File: src/rtl/up_desc_pkg.sv
`default_nettype none
// +----------------------------------------------------------------------+
// | up_desc_pkg                                                          |
// | Register map, command/status bit positions and byte-strobe helper.   |
// | Revision: 1.0                                                        |
// +----------------------------------------------------------------------+
package up_desc_pkg;

    localparam int CH_STRIDE       = 8;
    localparam int IRQ_STATUS_ADDR = 56;
    localparam int IRQ_CLR_ADDR    = 57;

    localparam logic [2:0] SRC_OFS    = 3'd0;
    localparam logic [2:0] DST_OFS    = 3'd1;
    localparam logic [2:0] SIZE_OFS   = 3'd2;
    localparam logic [2:0] CTRL_OFS   = 3'd3;
    localparam logic [2:0] CMD_OFS    = 3'd4;
    localparam logic [2:0] STATUS_OFS = 3'd5;

    localparam int CMD_CLR_INT_BIT = 0;
    localparam int CMD_PUSH_BIT    = 1;
    localparam int CMD_FLUSH_BIT   = 2;

    localparam int ST_BUSY_BIT   = 0;
    localparam int ST_PEND_BIT   = 1;
    localparam int ST_FULL_BIT   = 2;
    localparam int ST_EMPTY_BIT  = 3;
    localparam int ST_OVF_BIT    = 4;
    localparam int ST_SERR_BIT   = 5;
    localparam int ST_COUNT_LSB  = 8;

    // Widest address/size a descriptor can carry through the 32-bit register port.
    localparam int MAX_ADDR_W = 32;
    localparam int MAX_SIZE_W = 32;

    function automatic logic [31:0] apply_strb(input logic [31:0] old_v,
                                               input logic [31:0] new_v,
                                               input logic [3:0]  strb);
        logic [31:0] res;
        res = old_v;
        for (int b = 0; b < 4; b++) begin
            if (strb[b]) res[8*b +: 8] = new_v[8*b +: 8];
        end
        return res;
    endfunction

endpackage
`default_nettype wire

File: src/rtl/up_desc_fifo.sv
`default_nettype none
// +----------------------------------------------------------------------+
// | up_desc_fifo                                                         |
// | Synchronous descriptor FIFO with flush and push-while-full-on-pop.   |
// | Revision: 1.0                                                        |
// +----------------------------------------------------------------------+
module up_desc_fifo #(
    parameter int DATA_W = 80,
    parameter int DEPTH  = 4
) (
    input  logic                     clk,
    input  logic                     rst,
    input  logic                     push_i,
    input  logic [DATA_W-1:0]        push_data_i,
    input  logic                     pop_i,
    input  logic                     flush_i,
    output logic [DATA_W-1:0]        head_o,
    output logic                     valid_o,
    output logic                     full_o,
    output logic                     empty_o,
    output logic [$clog2(DEPTH):0]   count_o
);

    localparam int PTR_W = $clog2(DEPTH);
    localparam int CNT_W = PTR_W + 1;

    logic [DATA_W-1:0] mem_q [DEPTH];
    logic [PTR_W-1:0]  rd_ptr_q, rd_ptr_d;
    logic [PTR_W-1:0]  wr_ptr_q, wr_ptr_d;
    logic [CNT_W-1:0]  count_q, count_d;
    logic              w_do_push;
    logic              w_do_pop;

    assign empty_o = (count_q == '0);
    assign full_o  = (count_q == CNT_W'(DEPTH));
    assign valid_o = !empty_o;
    assign count_o = count_q;
    // Gated so a discarded or never-written slot is not visible at the head.
    assign head_o  = empty_o ? '0 : mem_q[rd_ptr_q];

    assign w_do_pop  = pop_i && !empty_o;
    assign w_do_push = push_i && (!full_o || w_do_pop);

    always_comb begin
        rd_ptr_d = rd_ptr_q;
        wr_ptr_d = wr_ptr_q;
        count_d  = count_q;
        if (flush_i) begin
            rd_ptr_d = '0;
            wr_ptr_d = '0;
            count_d  = '0;
        end else begin
            if (w_do_push) wr_ptr_d = wr_ptr_q + PTR_W'(1);
            if (w_do_pop)  rd_ptr_d = rd_ptr_q + PTR_W'(1);
            if (w_do_push && !w_do_pop)      count_d = count_q + CNT_W'(1);
            else if (!w_do_push && w_do_pop) count_d = count_q - CNT_W'(1);
        end
    end

    always_ff @(posedge clk) begin
        if (rst) begin
            rd_ptr_q <= '0;
            wr_ptr_q <= '0;
            count_q  <= '0;
        end else begin
            rd_ptr_q <= rd_ptr_d;
            wr_ptr_q <= wr_ptr_d;
            count_q  <= count_d;
        end
    end

    always_ff @(posedge clk) begin
        if (w_do_push && !flush_i) mem_q[wr_ptr_q] <= push_data_i;
    end

endmodule
`default_nettype wire

File: src/rtl/up_desc_queue_regs.sv
`default_nettype none
// +----------------------------------------------------------------------+
// | up_desc_queue_regs                                                   |
// | Multi-channel descriptor-queue register block with aggregated IRQ.   |
// | Revision: 1.0                                                        |
// +----------------------------------------------------------------------+
module up_desc_queue_regs
    import up_desc_pkg::*;
#(
    parameter int NUM_CH          = 4,
    parameter int ADDR_WIDTH      = 32,
    parameter int SIZE_WIDTH      = 16,
    parameter int FIFO_DEPTH      = 4,
    parameter int WORD_ADDR_WIDTH = 6
) (
    input  logic                                  ACLK,
    input  logic                                  ARESET,
    input  logic                                  wr_valid_i,
    input  logic [WORD_ADDR_WIDTH-1:0]            wr_addr_i,
    input  logic [31:0]                           wr_data_i,
    input  logic [3:0]                            wr_strb_i,
    input  logic [WORD_ADDR_WIDTH-1:0]            rd_addr_i,
    output logic [31:0]                           rd_data_o,
    output logic [NUM_CH-1:0]                     desc_valid_o,
    input  logic [NUM_CH-1:0]                     desc_ready_i,
    output logic [NUM_CH-1:0][ADDR_WIDTH-1:0]     desc_src_o,
    output logic [NUM_CH-1:0][ADDR_WIDTH-1:0]     desc_dst_o,
    output logic [NUM_CH-1:0][SIZE_WIDTH-1:0]     desc_size_o,
    input  logic [NUM_CH-1:0]                     engine_busy_i,
    input  logic [NUM_CH-1:0]                     done_i,
    output logic                                  irq_o
);

    localparam int CNT_W  = $clog2(FIFO_DEPTH) + 1;
    localparam int CH_W   = WORD_ADDR_WIDTH - 3;

    typedef struct packed {
        logic [ADDR_WIDTH-1:0] src;
        logic [ADDR_WIDTH-1:0] dst;
        logic [SIZE_WIDTH-1:0] size;
    } desc_t;

    localparam int DESC_W = $bits(desc_t);

    logic [NUM_CH-1:0][ADDR_WIDTH-1:0] src_q, src_d;
    logic [NUM_CH-1:0][ADDR_WIDTH-1:0] dst_q, dst_d;
    logic [NUM_CH-1:0][SIZE_WIDTH-1:0] size_q, size_d;
    logic [NUM_CH-1:0]                 int_en_q, int_en_d;
    logic [NUM_CH-1:0]                 int_pending_q, int_pending_d;
    logic [NUM_CH-1:0]                 overflow_q, overflow_d;
    logic [NUM_CH-1:0]                 size_err_q, size_err_d;
    logic                              irq_q, irq_d;

    logic [2:0]                        w_wr_ofs;
    logic [CH_W-1:0]                   w_wr_ch;
    logic [2:0]                        w_rd_ofs;
    logic [CH_W-1:0]                   w_rd_ch;
    logic                              w_irq_clr;
    logic [NUM_CH-1:0]                 w_ch_hit;
    logic [NUM_CH-1:0]                 w_push_req;
    logic [NUM_CH-1:0]                 w_push;
    logic [NUM_CH-1:0]                 w_pop;
    logic [NUM_CH-1:0]                 w_flush;
    logic [NUM_CH-1:0]                 w_clr;
    logic [NUM_CH-1:0]                 w_full;
    logic [NUM_CH-1:0]                 w_empty;
    logic [NUM_CH-1:0][CNT_W-1:0]      w_count;
    logic [NUM_CH-1:0][31:0]           w_status;

    assign w_wr_ofs  = wr_addr_i[2:0];
    assign w_wr_ch   = wr_addr_i[WORD_ADDR_WIDTH-1:3];
    assign w_rd_ofs  = rd_addr_i[2:0];
    assign w_rd_ch   = rd_addr_i[WORD_ADDR_WIDTH-1:3];
    assign w_irq_clr = wr_valid_i && (wr_addr_i == WORD_ADDR_WIDTH'(IRQ_CLR_ADDR)) && wr_strb_i[0];

    for (genvar c = 0; c < NUM_CH; c++) begin : g_ch
        desc_t       w_tail;
        desc_t       w_head;
        logic        w_cmd;
        logic [31:0] w_st;

        assign w_ch_hit[c]   = wr_valid_i && (w_wr_ch == CH_W'(c));
        assign w_cmd         = w_ch_hit[c] && (w_wr_ofs == CMD_OFS) && wr_strb_i[0];
        assign w_flush[c]    = w_cmd && wr_data_i[CMD_FLUSH_BIT];
        // A flush in the same write cancels the push without flagging it.
        assign w_push_req[c] = w_cmd && wr_data_i[CMD_PUSH_BIT] && !wr_data_i[CMD_FLUSH_BIT];
        assign w_push[c]     = w_push_req[c] && (size_q[c] != '0);
        assign w_pop[c]      = desc_valid_o[c] && desc_ready_i[c];
        assign w_clr[c]      = (w_cmd && wr_data_i[CMD_CLR_INT_BIT]) || (w_irq_clr && wr_data_i[c]);

        assign w_tail.src  = src_q[c];
        assign w_tail.dst  = dst_q[c];
        assign w_tail.size = size_q[c];

        up_desc_fifo #(
            .DATA_W (DESC_W),
            .DEPTH  (FIFO_DEPTH)
        ) u_fifo (
            .clk         (ACLK),
            .rst         (ARESET),
            .push_i      (w_push[c]),
            .push_data_i (w_tail),
            .pop_i       (w_pop[c]),
            .flush_i     (w_flush[c]),
            .head_o      (w_head),
            .valid_o     (desc_valid_o[c]),
            .full_o      (w_full[c]),
            .empty_o     (w_empty[c]),
            .count_o     (w_count[c])
        );

        assign desc_src_o[c]  = w_head.src;
        assign desc_dst_o[c]  = w_head.dst;
        assign desc_size_o[c] = w_head.size;

        always_comb begin
            w_st                      = '0;
            w_st[ST_BUSY_BIT]         = (w_count[c] != '0) || engine_busy_i[c];
            w_st[ST_PEND_BIT]         = int_pending_q[c];
            w_st[ST_FULL_BIT]         = w_full[c];
            w_st[ST_EMPTY_BIT]        = w_empty[c];
            w_st[ST_OVF_BIT]          = overflow_q[c];
            w_st[ST_SERR_BIT]         = size_err_q[c];
            w_st[ST_COUNT_LSB +: 8]   = 8'(w_count[c]);
        end
        assign w_status[c] = w_st;
    end

    always_comb begin
        src_d         = src_q;
        dst_d         = dst_q;
        size_d        = size_q;
        int_en_d      = int_en_q;
        int_pending_d = int_pending_q;
        overflow_d    = overflow_q;
        size_err_d    = size_err_q;
        irq_d         = |(int_pending_q & int_en_q);
        for (int c = 0; c < NUM_CH; c++) begin
            if (w_ch_hit[c] && (w_wr_ofs == SRC_OFS))
                src_d[c] = ADDR_WIDTH'(apply_strb(32'(src_q[c]), wr_data_i, wr_strb_i));
            if (w_ch_hit[c] && (w_wr_ofs == DST_OFS))
                dst_d[c] = ADDR_WIDTH'(apply_strb(32'(dst_q[c]), wr_data_i, wr_strb_i));
            if (w_ch_hit[c] && (w_wr_ofs == SIZE_OFS))
                size_d[c] = SIZE_WIDTH'(apply_strb(32'(size_q[c]), wr_data_i, wr_strb_i));
            if (w_ch_hit[c] && (w_wr_ofs == CTRL_OFS) && wr_strb_i[0])
                int_en_d[c] = wr_data_i[0];
            // Sets are ORed in after the clear so a same-cycle event is never lost.
            int_pending_d[c] = (int_pending_q[c] && !w_clr[c]) || done_i[c];
            overflow_d[c]    = (overflow_q[c] && !w_clr[c]) ||
                               (w_push[c] && w_full[c] && !w_pop[c]);
            size_err_d[c]    = (size_err_q[c] && !w_clr[c]) ||
                               (w_push_req[c] && (size_q[c] == '0));
        end
    end

    always_ff @(posedge ACLK) begin
        if (ARESET) begin
            src_q         <= '0;
            dst_q         <= '0;
            size_q        <= '0;
            int_en_q      <= '0;
            int_pending_q <= '0;
            overflow_q    <= '0;
            size_err_q    <= '0;
            irq_q         <= 1'b0;
        end else begin
            src_q         <= src_d;
            dst_q         <= dst_d;
            size_q        <= size_d;
            int_en_q      <= int_en_d;
            int_pending_q <= int_pending_d;
            overflow_q    <= overflow_d;
            size_err_q    <= size_err_d;
            irq_q         <= irq_d;
        end
    end

    assign irq_o = irq_q;

    always_comb begin
        rd_data_o = '0;
        if (rd_addr_i == WORD_ADDR_WIDTH'(IRQ_STATUS_ADDR))
            rd_data_o = 32'(int_pending_q);
        for (int c = 0; c < NUM_CH; c++) begin
            if (w_rd_ch == CH_W'(c)) begin
                case (w_rd_ofs)
                    SRC_OFS:    rd_data_o = 32'(src_q[c]);
                    DST_OFS:    rd_data_o = 32'(dst_q[c]);
                    SIZE_OFS:   rd_data_o = 32'(size_q[c]);
                    CTRL_OFS:   rd_data_o = {31'b0, int_en_q[c]};
                    STATUS_OFS: rd_data_o = w_status[c];
                    default:    rd_data_o = '0;
                endcase
            end
        end
    end

endmodule
`default_nettype wire

File: config.mk
export PLATFORM = sky130hd
export DESIGN_NAME = up_desc_queue_regs
export DESIGN_NICKNAME = d
export VERILOG_FILES = /design/src/rtl/up_desc_pkg.sv /design/src/rtl/up_desc_fifo.sv /design/src/rtl/up_desc_queue_regs.sv
export SDC_FILE = /design/constraint.sdc
export NUM_CORES = 2
export LEC_CHECK = 0
export ABC_CLOCK_PERIOD_IN_PS = 11000
export BUFFER_PORTS_ARGS = -buffer_cell sky130_fd_sc_hd__buf_2
export CAP_MARGIN = 20
export CORE_MARGIN = 2
export CORE_UTILIZATION = 50
export DETAILED_ROUTE_END_ITERATION = 7
export PLACE_DENSITY = 0.69
export SETUP_SLACK_MARGIN = 0.05
export SLEW_MARGIN = 30
export SYNTH_ARGS = -nofsm -noshare
export SYNTH_HDL_FRONTEND = slang
export SYNTH_SLANG_ARGS = --single-unit
File: constraint.sdc
create_clock -name ACLK -period 11 [get_ports ACLK]
set_input_delay 2.2 -clock ACLK [delete_from_list [all_inputs] [get_ports ACLK]]
set_output_delay 2.2 -clock ACLK [all_outputs]
set_load 0.1 [all_outputs]
==> impl_metrics.csv <==
group,metric,value,unit
run_status,outcome,"finished, final reports clean",
timing,fin_skew,41.8,ps
drt,wl_met3,24.7,mm
drt,wl_met1,76.4,mm
worst_setup_path,start_kind,"input port",
synth,syn-cell-area,65900,um^2
placed_design,place.gp.congestion,0.983,
timing,relSlewSlack,26.4,%
clock_network,clock_path_buffers,3,
global_route,grt.total_usage,28.6,%
worst_setup_path,cp.required,8800,ps
clock_network,ctsHoldBuffers,0,
timing,rsz0062_at_grt,"false",
timing,fin_crit_sh,73.9,%
drt,ant_nets,0,
global_route,grt_overflow_total,0,
drt,drc,0,
drt,dr.pass1.iters,6,
global_route,grt_antenna_before_repair,48,
pwr,power.density,271,nW/um^2
clock_network,post_cts_buffers,0,
worst_setup_path,critPathKind,"input port to output port",
drt,wl_per_cell,30.1,um
drt,drt_iter0_markers,6610,
flow_run,cap_violations,0,
worst_setup_path,cp.arrival,5930,ps
final_layout,nets,4683,
timing,timing.final.crit_period,8130,ps
synth,avgSynthCellArea,15.5,um^2
clock_network,cts-resized-gates,0,
synth,syn-num-nets,4338,
clock_network,clockRootBuffer,"clkbuf_16",
worst_setup_path,path_max_fanout,39,
drt,drt-vias-per-instance,6.24,
synth,yosysSeqAreaShare,69.6,%
clock_network,cts_tree,"done",
clock_network,cts_sinks,1653,
pwr,p_total,20.3,mW
die,placement_rows,133,
pwr,leakage,24.6,nW
timing,finalMaxSlewViolations,0,
die,dieArea,135000,um^2
die,pin_count,420,
drt,dr.max_layer_used,"met5",
synth,ys.flop_type,"edfxtp_1",
timing,setup_viol,0,
placed_design,dp_hpwl,133,mm
global_route,grt_max_degree,228,
pwr,ir_worst_vdd,0.439,mV
drt,vias,40600,
synth,synth_cell_type_count,73,
die,start_util,50.3,%
drt,drt_wl_total,196,mm
synth,async_flop_share,0,%
drt,wl_met2,87.8,mm
timing,tns,0,ps
die,chipWidth,367,um
die,die_h,367,um
synth,syn_inst,4251,
global_route,grt_pass1_wl,277,mm
timing,tightest_slew,1090,ps
global_route,grt_pass1_vias,38200,
clock_network,cts_buffers,162,
synth,ys_warn_count,0,
clock_network,clock_latency,810,ps
synth,synth-edff-count,1280,
min_path,hp-class,"flip-flop to flip-flop",
timing,hold_violations,0,
clock_network,clkSlewWorstSetupHoldPaths,60,ps
synth,synth_seq_cells,1653,
clock_network,htreeDepth,4,
placed_design,io_buffers,419,
die,coreArea,131000,um^2
worst_setup_path,worstSetupEndpointType,"output port",
timing,max_freq,123,MHz
final_layout,area_delta_synth_final,13.8,%
final_layout,drive_above_1_share,23.7,%
-- power breakdown --
group | internal, mW | switching (mW)
registers | 6.68 | 0.162
clock network | 3.03 | 2.38
logic | 1.61 | 6.43
total | 11.3 | 8.98
-- placed cells by master (no fill, tap or decap), drive strengths merged, types with 6 or more instances in the layout --
cell and n:
clkinvlp 7, o21ai 55, a32o 12, nand2 366, buf 484, edfxtp 1280, nand4 6, and2 340
a221oi 23, ha 20, inv 22, clkbuf 218, nor2b 21, mux4 340, o22ai 11, xnor2 8
a22o 7, nor2 146, o211ai 6, clkinv 69, nor3 18, dfxtp 373, xor2 16, nor4 37
a21oi 346, nand3 285, a22oi 25, diode 23, nand2b 11, nand3b 7, bufinv 7, mux2i 102
-- synth_stat cells, types with 4 or more instances --
cell | count | share of area [%]
inv_1 | 16 | 0.091
xor2_1 | 16 | 0.21
nand2_1 | 366 | 2.1
ha_1 | 20 | 0.38
clkbuf_1 | 213 | 1.2
nand4_1 | 6 | 0.057
mux2i_1 | 102 | 1.5
o21ai_1 | 5 | 0.038
and2_1 | 339 | 3.2
nor4_1 | 34 | 0.32
nor2b_1 | 21 | 0.20
a22oi_1 | 25 | 0.28
xnor2_1 | 8 | 0.11
buf_2 | 66 | 0.50
o22ai_1 | 11 | 0.10
nor2_1 | 141 | 0.80
mux2_2 | 4 | 0.068
nor2_2 | 5 | 0.047
a22o_1 | 7 | 0.093
nor3_1 | 8 | 0.061
nand3_1 | 284 | 2.2
nand3b_1 | 6 | 0.068
o21ai_0 | 50 | 0.38
buf_4 | 8 | 0.091
buf_1 | 14 | 0.080
nor3_2 | 7 | 0.11
a21oi_1 | 346 | 2.6
mux4_2 | 340 | 12
nor4b_1 | 4 | 0.053
a211oi_1 | 5 | 0.057
or3_1 | 5 | 0.047
o211ai_1 | 6 | 0.068
a221oi_1 | 23 | 0.31
edfxtp_1 | 1280 | 58
fa_1 | 4 | 0.12
dfxtp_1 | 373 | 11
nand2b_1 | 11 | 0.10
a32o_1 | 12 | 0.18
-- routing by layer --
layer,vias to the layer above,track usage (%)
met5,-,0
met4,38,9.81
met3,361,7.34
met2,2623,42.1
met1,20600,41.8
li1,17000,-
-- worst max-delay path: stages --
cell and delay (ps):
buf_2 710, buf_4 470, nor2b_2 210, buf_4 390
a22oi_1 150, o22ai_1 340, nor3_1 100, a2111oi_1 600
buf_4 270, buf_2 440
-- logic make-up after synthesis --
logic type / after synthesis / synth area share, %
buffers and inverters: 321 / 2.02
and+or+nand+nor: 1269 / 9.85
adders and majority gates: 24 / 0.501
AOI/OAI and AO/OA: 514 / 4.45
muxes: 446 / 13.2
DFF: 1653 / 69.6
xor gates and xnor gates: 24 / 0.319
-- flip-flops by register name, summed over array words and instances (netlist names), named ones only --
signal / count
dst_q: 128
g_ch.u_fifo.count_o: 12
g_ch.u_fifo.mem_q: 1280
g_ch.u_fifo.rd_ptr_q: 8
g_ch.u_fifo.wr_ptr_q: 8
g_ch.w_tail: 192
int_en_q: 4
int_pending_q: 4
irq_o: 1
overflow_q: 4
size_err_q: 4
-- area by class of cell --
| cell class | instances | area (um^2) |
|---|---|---|
| multi-input cells | 2277 | 18800 |
| fillers | 10200 | 56100 |
| clock buffers | 218 | 4460 |
| repair buffers | 484 | 2710 |
| well taps | 1755 | 2200 |
| clock inverters | 87 | 756 |
| flip-flops and latches | 1653 | 45900 |
| inverters | 18 | 68.8 |
| diodes | 23 | 57.6 |
-- final timing paths --
kind	startpoint	endpoint	slack [ps]	cells after the start
setup / recovery	rd_addr_i[1]	rd_data_o[9]	2870	10
hold / removal	overflow_q[1]$_SDFF_PP0_	overflow_q[1]$_SDFF_PP0_	450	2
setup reg to reg	g_ch[2].w_tail[9]$_SDFFE_PP0P_	g_ch[2].u_fifo.mem_q[1][46]$_DFFE_PP_	7670	5
hold reg to reg	overflow_q[1]$_SDFF_PP0_	overflow_q[1]$_SDFF_PP0_	450	2
-- metrics by stage --
step | setup slack [ps] | hold WS (ps) | cell area, um^2 | cells | util, %
after CTS | 3070 | 446 | 74800 | 6487 | 57.0
final | 2870 | 449 | 75000 | 6515 | 57.2
after global placement | 3080 | 434 | 69600 | 6182 | 53.1
after global routing | 2930 | 475 | 74900 | 6496 | 57.2
after floorplan | 979 | 416 | 65900 | 4251 | -
after detailed placement | 3070 | 437 | 69600 | 6182 | 53.1
Note: power is estimated with default switching activity, not from simulation.
